## config.mk

```make
export PLATFORM = sky130hd
export DESIGN_NAME = fetch_unit
export DESIGN_NICKNAME = d
export VERILOG_FILES = /design/src/rtl/riscv_pkg.sv /design/src/rtl/fetch_fifo.sv /design/src/rtl/fetch_unit.sv
export SDC_FILE = /design/constraint.sdc
export NUM_CORES = 1
export LEC_CHECK = 0
export BUFFER_PORTS_ARGS = -buffer_cell sky130_fd_sc_hd__buf_4
export CAP_MARGIN = 20
export CORE_ASPECT_RATIO = 1.5
export CORE_MARGIN = 1.5
export CORE_UTILIZATION = 50
export CTS_CLUSTER_DIAMETER = 150
export DETAILED_ROUTE_END_ITERATION = 12
export PLACE_DENSITY = 0.74
export SYNTH_ARGS = -nofsm -noshare
export SYNTH_HDL_FRONTEND = slang
export SYNTH_HIERARCHICAL = 1
export SYNTH_SLANG_ARGS = --single-unit
```

## constraint.sdc

```tcl
create_clock -name clk -period 4.15 [get_ports clk]
set_input_delay 0.2075 -clock clk [delete_from_list [all_inputs] [get_ports clk]]
set_output_delay 0.2075 -clock clk [all_outputs]
set_load 0.1 [all_outputs]
```

## src/rtl/riscv_pkg.sv

```systemverilog
// Shared opcode constants, fetch FSM state and decode-buffer entry layout
// for the fetch stage.
package riscv_pkg;

  localparam logic [6:0] OPC_BRANCH = 7'b1100011;
  localparam logic [6:0] OPC_JAL    = 7'b1101111;
  localparam logic [6:0] OPC_JALR   = 7'b1100111;

  typedef enum logic {
    FETCH = 1'b0,
    DRAIN = 1'b1
  } fetch_state_t;

  typedef struct packed {
    logic [31:0] pc;
    logic [31:0] instr;
    logic        pred_taken;
    logic [31:0] pred_target;
  } fetch_entry_t;

  function automatic logic is_jump_opc(input logic [6:0] opc);
    return (opc == OPC_BRANCH) || (opc == OPC_JAL) || (opc == OPC_JALR);
  endfunction

endpackage

```

## src/rtl/fetch_fifo.sv

```systemverilog
// Synchronous FIFO with flush; head entry is read straight from storage,
// so a pushed entry becomes visible on the cycle after the push.
module fetch_fifo #(
  parameter int WIDTH = 8,
  parameter int DEPTH = 4
) (
  input  logic                     clk,
  input  logic                     rst_n,
  input  logic                     flush_i,
  input  logic                     push_i,
  input  logic [WIDTH-1:0]         wr_data_i,
  input  logic                     pop_i,
  output logic [WIDTH-1:0]         rd_data_o,
  output logic                     full_o,
  output logic                     empty_o,
  output logic [$clog2(DEPTH):0]   count_o
);

  localparam int AW = $clog2(DEPTH);

  logic [WIDTH-1:0] mem [DEPTH];
  logic [AW-1:0]    wr_ptr;
  logic [AW-1:0]    rd_ptr;
  logic [AW:0]      cnt;
  logic             do_push;
  logic             do_pop;

  assign full_o    = (cnt == (AW+1)'(DEPTH));
  assign empty_o   = (cnt == '0);
  assign count_o   = cnt;
  assign rd_data_o = mem[rd_ptr];
  assign do_push   = push_i & ~full_o;
  assign do_pop    = pop_i & ~empty_o;

  always_ff @(posedge clk) begin
    if (do_push) mem[wr_ptr] <= wr_data_i;
  end

  // Pointers wrap naturally because DEPTH is a power of two.
  always_ff @(posedge clk) begin
    if (!rst_n || flush_i) begin
      wr_ptr <= '0;
      rd_ptr <= '0;
      cnt    <= '0;
    end else begin
      if (do_push) wr_ptr <= wr_ptr + AW'(1);
      if (do_pop)  rd_ptr <= rd_ptr + AW'(1);
      case ({do_push, do_pop})
        2'b10:   cnt <= cnt + (AW+1)'(1);
        2'b01:   cnt <= cnt - (AW+1)'(1);
        default: cnt <= cnt;
      endcase
    end
  end

endmodule

```

## src/rtl/fetch_unit.sv

```systemverilog
// Instruction-fetch stage: owns the PC, issues single-outstanding imem
// requests, consults the branch predictor and buffers entries for decode.
module fetch_unit
  import riscv_pkg::*;
#(
  parameter logic [31:0] RESET_VECTOR = 32'h0000_0000,
  parameter int          FIFO_DEPTH   = 4
) (
  input  logic         clk,
  input  logic         rst_n,
  output logic         imem_req_o,
  output logic [31:0]  imem_addr_o,
  input  logic         imem_ack_i,
  input  logic [31:0]  imem_rdata_i,
  output logic [31:0]  bp_pc_o,
  output logic         bp_is_jump_o,
  input  logic         bp_taken_i,
  input  logic [31:0]  bp_target_i,
  input  logic         redirect_i,
  input  logic [31:0]  redirect_pc_i,
  output logic         id_valid_o,
  input  logic         id_ready_i,
  output logic [31:0]  id_instr_o,
  output logic [31:0]  id_pc_o,
  output logic         id_pred_taken_o,
  output logic [31:0]  id_pred_target_o,
  output fetch_state_t dbg_state_o
);

  localparam int CW = $clog2(FIFO_DEPTH) + 1;

  fetch_state_t state;
  logic         run;
  logic [31:0]  pc;
  logic [31:0]  drain_addr;
  logic [CW-1:0] fifo_count;
  logic         fifo_full;
  logic         fifo_empty;
  fetch_entry_t push_entry;
  fetch_entry_t head;
  logic         xfer;
  logic         take;
  logic         push;
  logic         pop;

  // Handshakes: imem transfer = req & ack, with req/addr held until ack;
  // decode transfer = id_valid_o & id_ready_i, valid never depends on ready.
  assign imem_req_o   = run & ((state == DRAIN) | (fifo_count < CW'(FIFO_DEPTH)));
  assign imem_addr_o  = (state == DRAIN) ? drain_addr : pc;
  assign xfer         = imem_req_o & imem_ack_i & (state == FETCH);
  assign bp_pc_o      = pc;
  assign bp_is_jump_o = xfer & is_jump_opc(imem_rdata_i[6:0]);
  assign take         = bp_is_jump_o & bp_taken_i;
  assign push         = xfer & ~redirect_i & ~fifo_full;
  assign pop          = id_valid_o & id_ready_i & ~redirect_i;
  assign dbg_state_o  = state;

  always_comb begin
    push_entry             = '0;
    push_entry.pc          = pc;
    push_entry.instr       = imem_rdata_i;
    push_entry.pred_taken  = take;
    push_entry.pred_target = take ? bp_target_i : 32'h0;
  end

  fetch_fifo #(
    .WIDTH($bits(fetch_entry_t)),
    .DEPTH(FIFO_DEPTH)
  ) u_fifo (
    .clk      (clk),
    .rst_n    (rst_n),
    .flush_i  (redirect_i),
    .push_i   (push),
    .wr_data_i(push_entry),
    .pop_i    (pop),
    .rd_data_o(head),
    .full_o   (fifo_full),
    .empty_o  (fifo_empty),
    .count_o  (fifo_count)
  );

  assign id_valid_o       = ~fifo_empty;
  assign id_instr_o       = head.instr;
  assign id_pc_o          = head.pc;
  assign id_pred_taken_o  = head.pred_taken;
  assign id_pred_target_o = head.pred_target;

  // run keeps the request low for the first cycle out of reset.
  // DRAIN absorbs the ack of a request abandoned by a redirect.
  always_ff @(posedge clk) begin
    if (!rst_n) begin
      state      <= FETCH;
      run        <= 1'b0;
      pc         <= RESET_VECTOR;
      drain_addr <= RESET_VECTOR;
    end else begin
      run <= 1'b1;
      if (redirect_i) begin
        pc <= redirect_pc_i;
        if (state == FETCH && imem_req_o && !imem_ack_i) begin
          state      <= DRAIN;
          drain_addr <= pc;
        end else if (state == DRAIN && imem_ack_i) begin
          state <= FETCH;
        end
      end else if (state == DRAIN) begin
        if (imem_ack_i) state <= FETCH;
      end else if (xfer) begin
        pc <= take ? bp_target_i : pc + 32'd4;
      end
    end
  end

endmodule
```

==> impl_metrics.toml <==
[status]
status = "complete, no violations"

[cts]
clk_pin_slew_worst_paths_ns = 0.07
insertion_delay_ns = 0.55
cts_max_path_buffers = 3
clock-root-buffer = "clkbuf_16"
cts_tree = "yes"
htree_levels = 2
cts_made_buffers = 41
cts_setup_buffers = 0
cts.sinks = 463

[timing]
setup_violations = 0
grt_setup_unrepaired = "false"
max_freq_mhz = 315.1
finalHoldViolCount = 0
tightest_slew_ns = 1.063
slew_headroom = 0.2858
fin_skew_ns = 0.01386
period_minus_slack_ns = 3.173
maxSlewViolCount = 0
fin_crit_sh = 0.7646
tns_ns = 0

[global_route]
grt.total_usage = 0.2465
grt_max_degree = 64
grt_pass1_wl_um = 70280
first_global_vias = 11460
grt-ovfl-total = 0
antenna_found_initial = 1

[floorplan]
die_h_um = 240.9
boundaryPins = 267
dieArea_um2 = 38920
num_rows = 87
dieWidth_um = 161.6
core_um2 = 37450
start_util = 0.5037

[pwr]
power_density_nw_per_um2 = 430.4
max-vdd-ir-drop_v = 0.0004857
p_leak_uw = 0.007922
power_uw = 9902

[route]
drt_iter0_markers = 1058
drt_wl_total_um = 48180
num_vias = 11510
wire_per_inst_um = 24.74
viasPerCell = 5.911
final_antenna_net_count = 0
drt_first_pass_iters = 8
drc_errors = 0

[finish]
final_layout_size_suffix_gt1_frac = 0.3459
area_growth_pct = 21.97
fill_cells = 2729
final_util = 0.6144
nets = 1535

[synthesis]
synth_cell_types = 73
yosysWarnings = 6
yosysSeqAreaShare = 0.6973
postSynth.asyncResetShare = 0
synth_nets = 1255
synthFlopType = "edfxtp_1"
synth_area_um2 = 18860
synth_edf_count = 388
synth-seq-cells = 463
syn_area_per_cell_um2 = 16.46
synthCells = 1146

[place]
place.gp.congestion = 0.9073
io_buffers = 266
hpwlAfterDp_um = 31110

[critical_path]
r2r_setup_slack_ns = 0.98
critPathSlowestCell = "dfxtp_2"
crit_path_frequent_cell = "nor2_1"
critPathMaxFanout = 41
crit-reg2reg-capture = "u_fifo/mem[2][42]"
worstPathRequired_ns = 4.35
worst_setup_path_end_kind = "register"
critPathMaxStageDelay_ns = 0.62
cp_top_family = "simple AND/OR/NAND/NOR gates"
crit_path_start_kind = "register"
timing_worst_setup_path_type = "reg -> reg"
path_cells = "nor4bb_4 > nand2_1 > nor2_1 > inv_1 > nor2_1 > and2_4 > buf_4"
cp_num_buf_inv = 2
r2r_cells = 7
r2r-start = "dbg_state_o"
arrival_ns = 3.38

[worst_hold_path]
hold_path_depth = 3
hold_class = "in -> reg"
hold_end = "bp_pc_o[17]"
min_from = "redirect_pc_i[17]"

[flow_run]
maxCapViolCount = 0
## cell usage after synthesis, types with 9 or more instances
master,number,area share
xor2_1,11,0.0051
nand3_1,15,0.0040
buf_4,33,0.013
buf_2,17,0.0045
nand2_1,99,0.020
mux4_2,97,0.12
dfxtp_1,75,0.080
and2_1,38,0.013
and3_1,10,0.0033
edfxtp_1,388,0.62
nor2_1,31,0.0062
inv_1,15,0.0030
o22ai_1,9,0.0030
a21oi_1,59,0.016
nand4_1,12,0.0040
nor3_1,15,0.0040
clkbuf_1,39,0.0078
o21ai_0,41,0.011
mux2_2,32,0.019
## how the worst max path moves through the flow
stage / from / to / slack, ns / cells after the start
after floorplan: dbg_state_o / imem_req_o / 0.03 / 4
after global placement: dbg_state_o / u_fifo/mem[2][77] / 1.09 / 7
after detailed placement: dbg_state_o / u_fifo/mem[2][15] / 1.07 / 7
after CTS: dbg_state_o / u_fifo/mem[2][15] / 1.05 / 7
after global routing: dbg_state_o / u_fifo/mem[2][42] / 0.86 / 7
final: dbg_state_o / u_fifo/mem[2][42] / 0.98 / 7
## through the flow
step | hold WS [ns] | area, um2 | setup slack, ns | cells
final | 0.03295 | 23010 | 0.9768 | 1947
after global routing | 0.01855 | 23010 | 0.8646 | 1947
after CTS | 0.0009358 | 22980 | 1.051 | 1945
after detailed placement | 0.4110 | 21150 | 1.068 | 1821
after global placement | 0.4068 | 21150 | 1.091 | 1821
after floorplan | 0.2352 | 18870 | 0.03029 | 1146
## sequential cells by signal (all words and copies together) (netlist names), named ones only
| name | count |
|---|---|
| run | 1 |
| drain_addr | 32 |
| u_fifo/rd_ptr | 2 |
| u_fifo/wr_ptr | 2 |
| u_fifo/mem | 388 |
| u_fifo/count_o | 3 |
| bp_pc_o | 32 |
| dbg_state_o | 1 |
## cell type report
class | instances | area [um2] | area share
Inverter | 18 | 72.57 | 0.003154
Multi-Input combinational cell | 565 | 5055 | 0.2197
Sequential cell | 463 | 13160 | 0.5721
Tap cell | 489 | 611.8 | 0.02659
Clock buffer | 44 | 1037 | 0.04508
Clock inverter | 30 | 291.5 | 0.01267
Timing Repair Buffer | 337 | 2775 | 0.1206
Antenna cell | 1 | 2.502 | 0.0001088
## repair_timing
item	in CTS	in global routing
endpoints found under the hold margin	146	0
hold buffers	50	0
gates resized for setup	0	0
## power breakdown
| group | switching, uW | total, uW | internal [uW] |
|---|---|---|---|
| sequential | 96.3 | 5170 | 5070 |
| clock | 1680 | 3770 | 2090 |
| combinational | 703 | 969 | 265 |
## worst min-delay path: cells and delay by family
family / cells / cell delay [ns]
AO/OA/AOI/OAI: 2 / 0.24
buffers and inverters: 1 / 0.09
## kinds of logic after synthesis
kind of cell             synth area share
XOR/XNOR                         0.006964
flip-flops                         0.6973
multiplexers                       0.1362
buffers and inverters             0.03668
AO/OA/AOI/OAI                     0.05101
AND/OR/NAND/NOR                   0.06680
adder cells (fa/ha/maj)          0.005041
## routing by layer
metal,GRT usage,vias to the layer above,wire length [um]
li1,-,4992,-
met1,0.3180,5778,17870
met2,0.4147,624,24620
met3,0.03540,114,3507
met4,0.1150,0,2179
met5,0,-,0
## cells in the final DEF, fill, tap and decap left out, types with 4 or more instances in the layout
cell	count
inv_6	4
ha_1	6
o21ai_0	41
bufinv_16	4
o22ai_1	9
and2_1	34
buf_4	278
clkinv_1	7
nand2_1	99
nor3_1	14
a21oi_1	59
dlygate4sd3_1	50
clkinv_4	5
a31oi_1	4
mux2_2	32
or3_1	8
edfxtp_1	388
mux4_2	97
nand3_1	15
buf_12	8
clkinv_2	8
o31ai_1	5
dfxtp_1	72
xnor2_1	4
and3_1	10
inv_1	15
nand4_1	12
clkbuf_16	41
nor2_1	31
xor2_1	11
nor4_1	5
and2_4	4
Power figures use the tool's default switching activity.
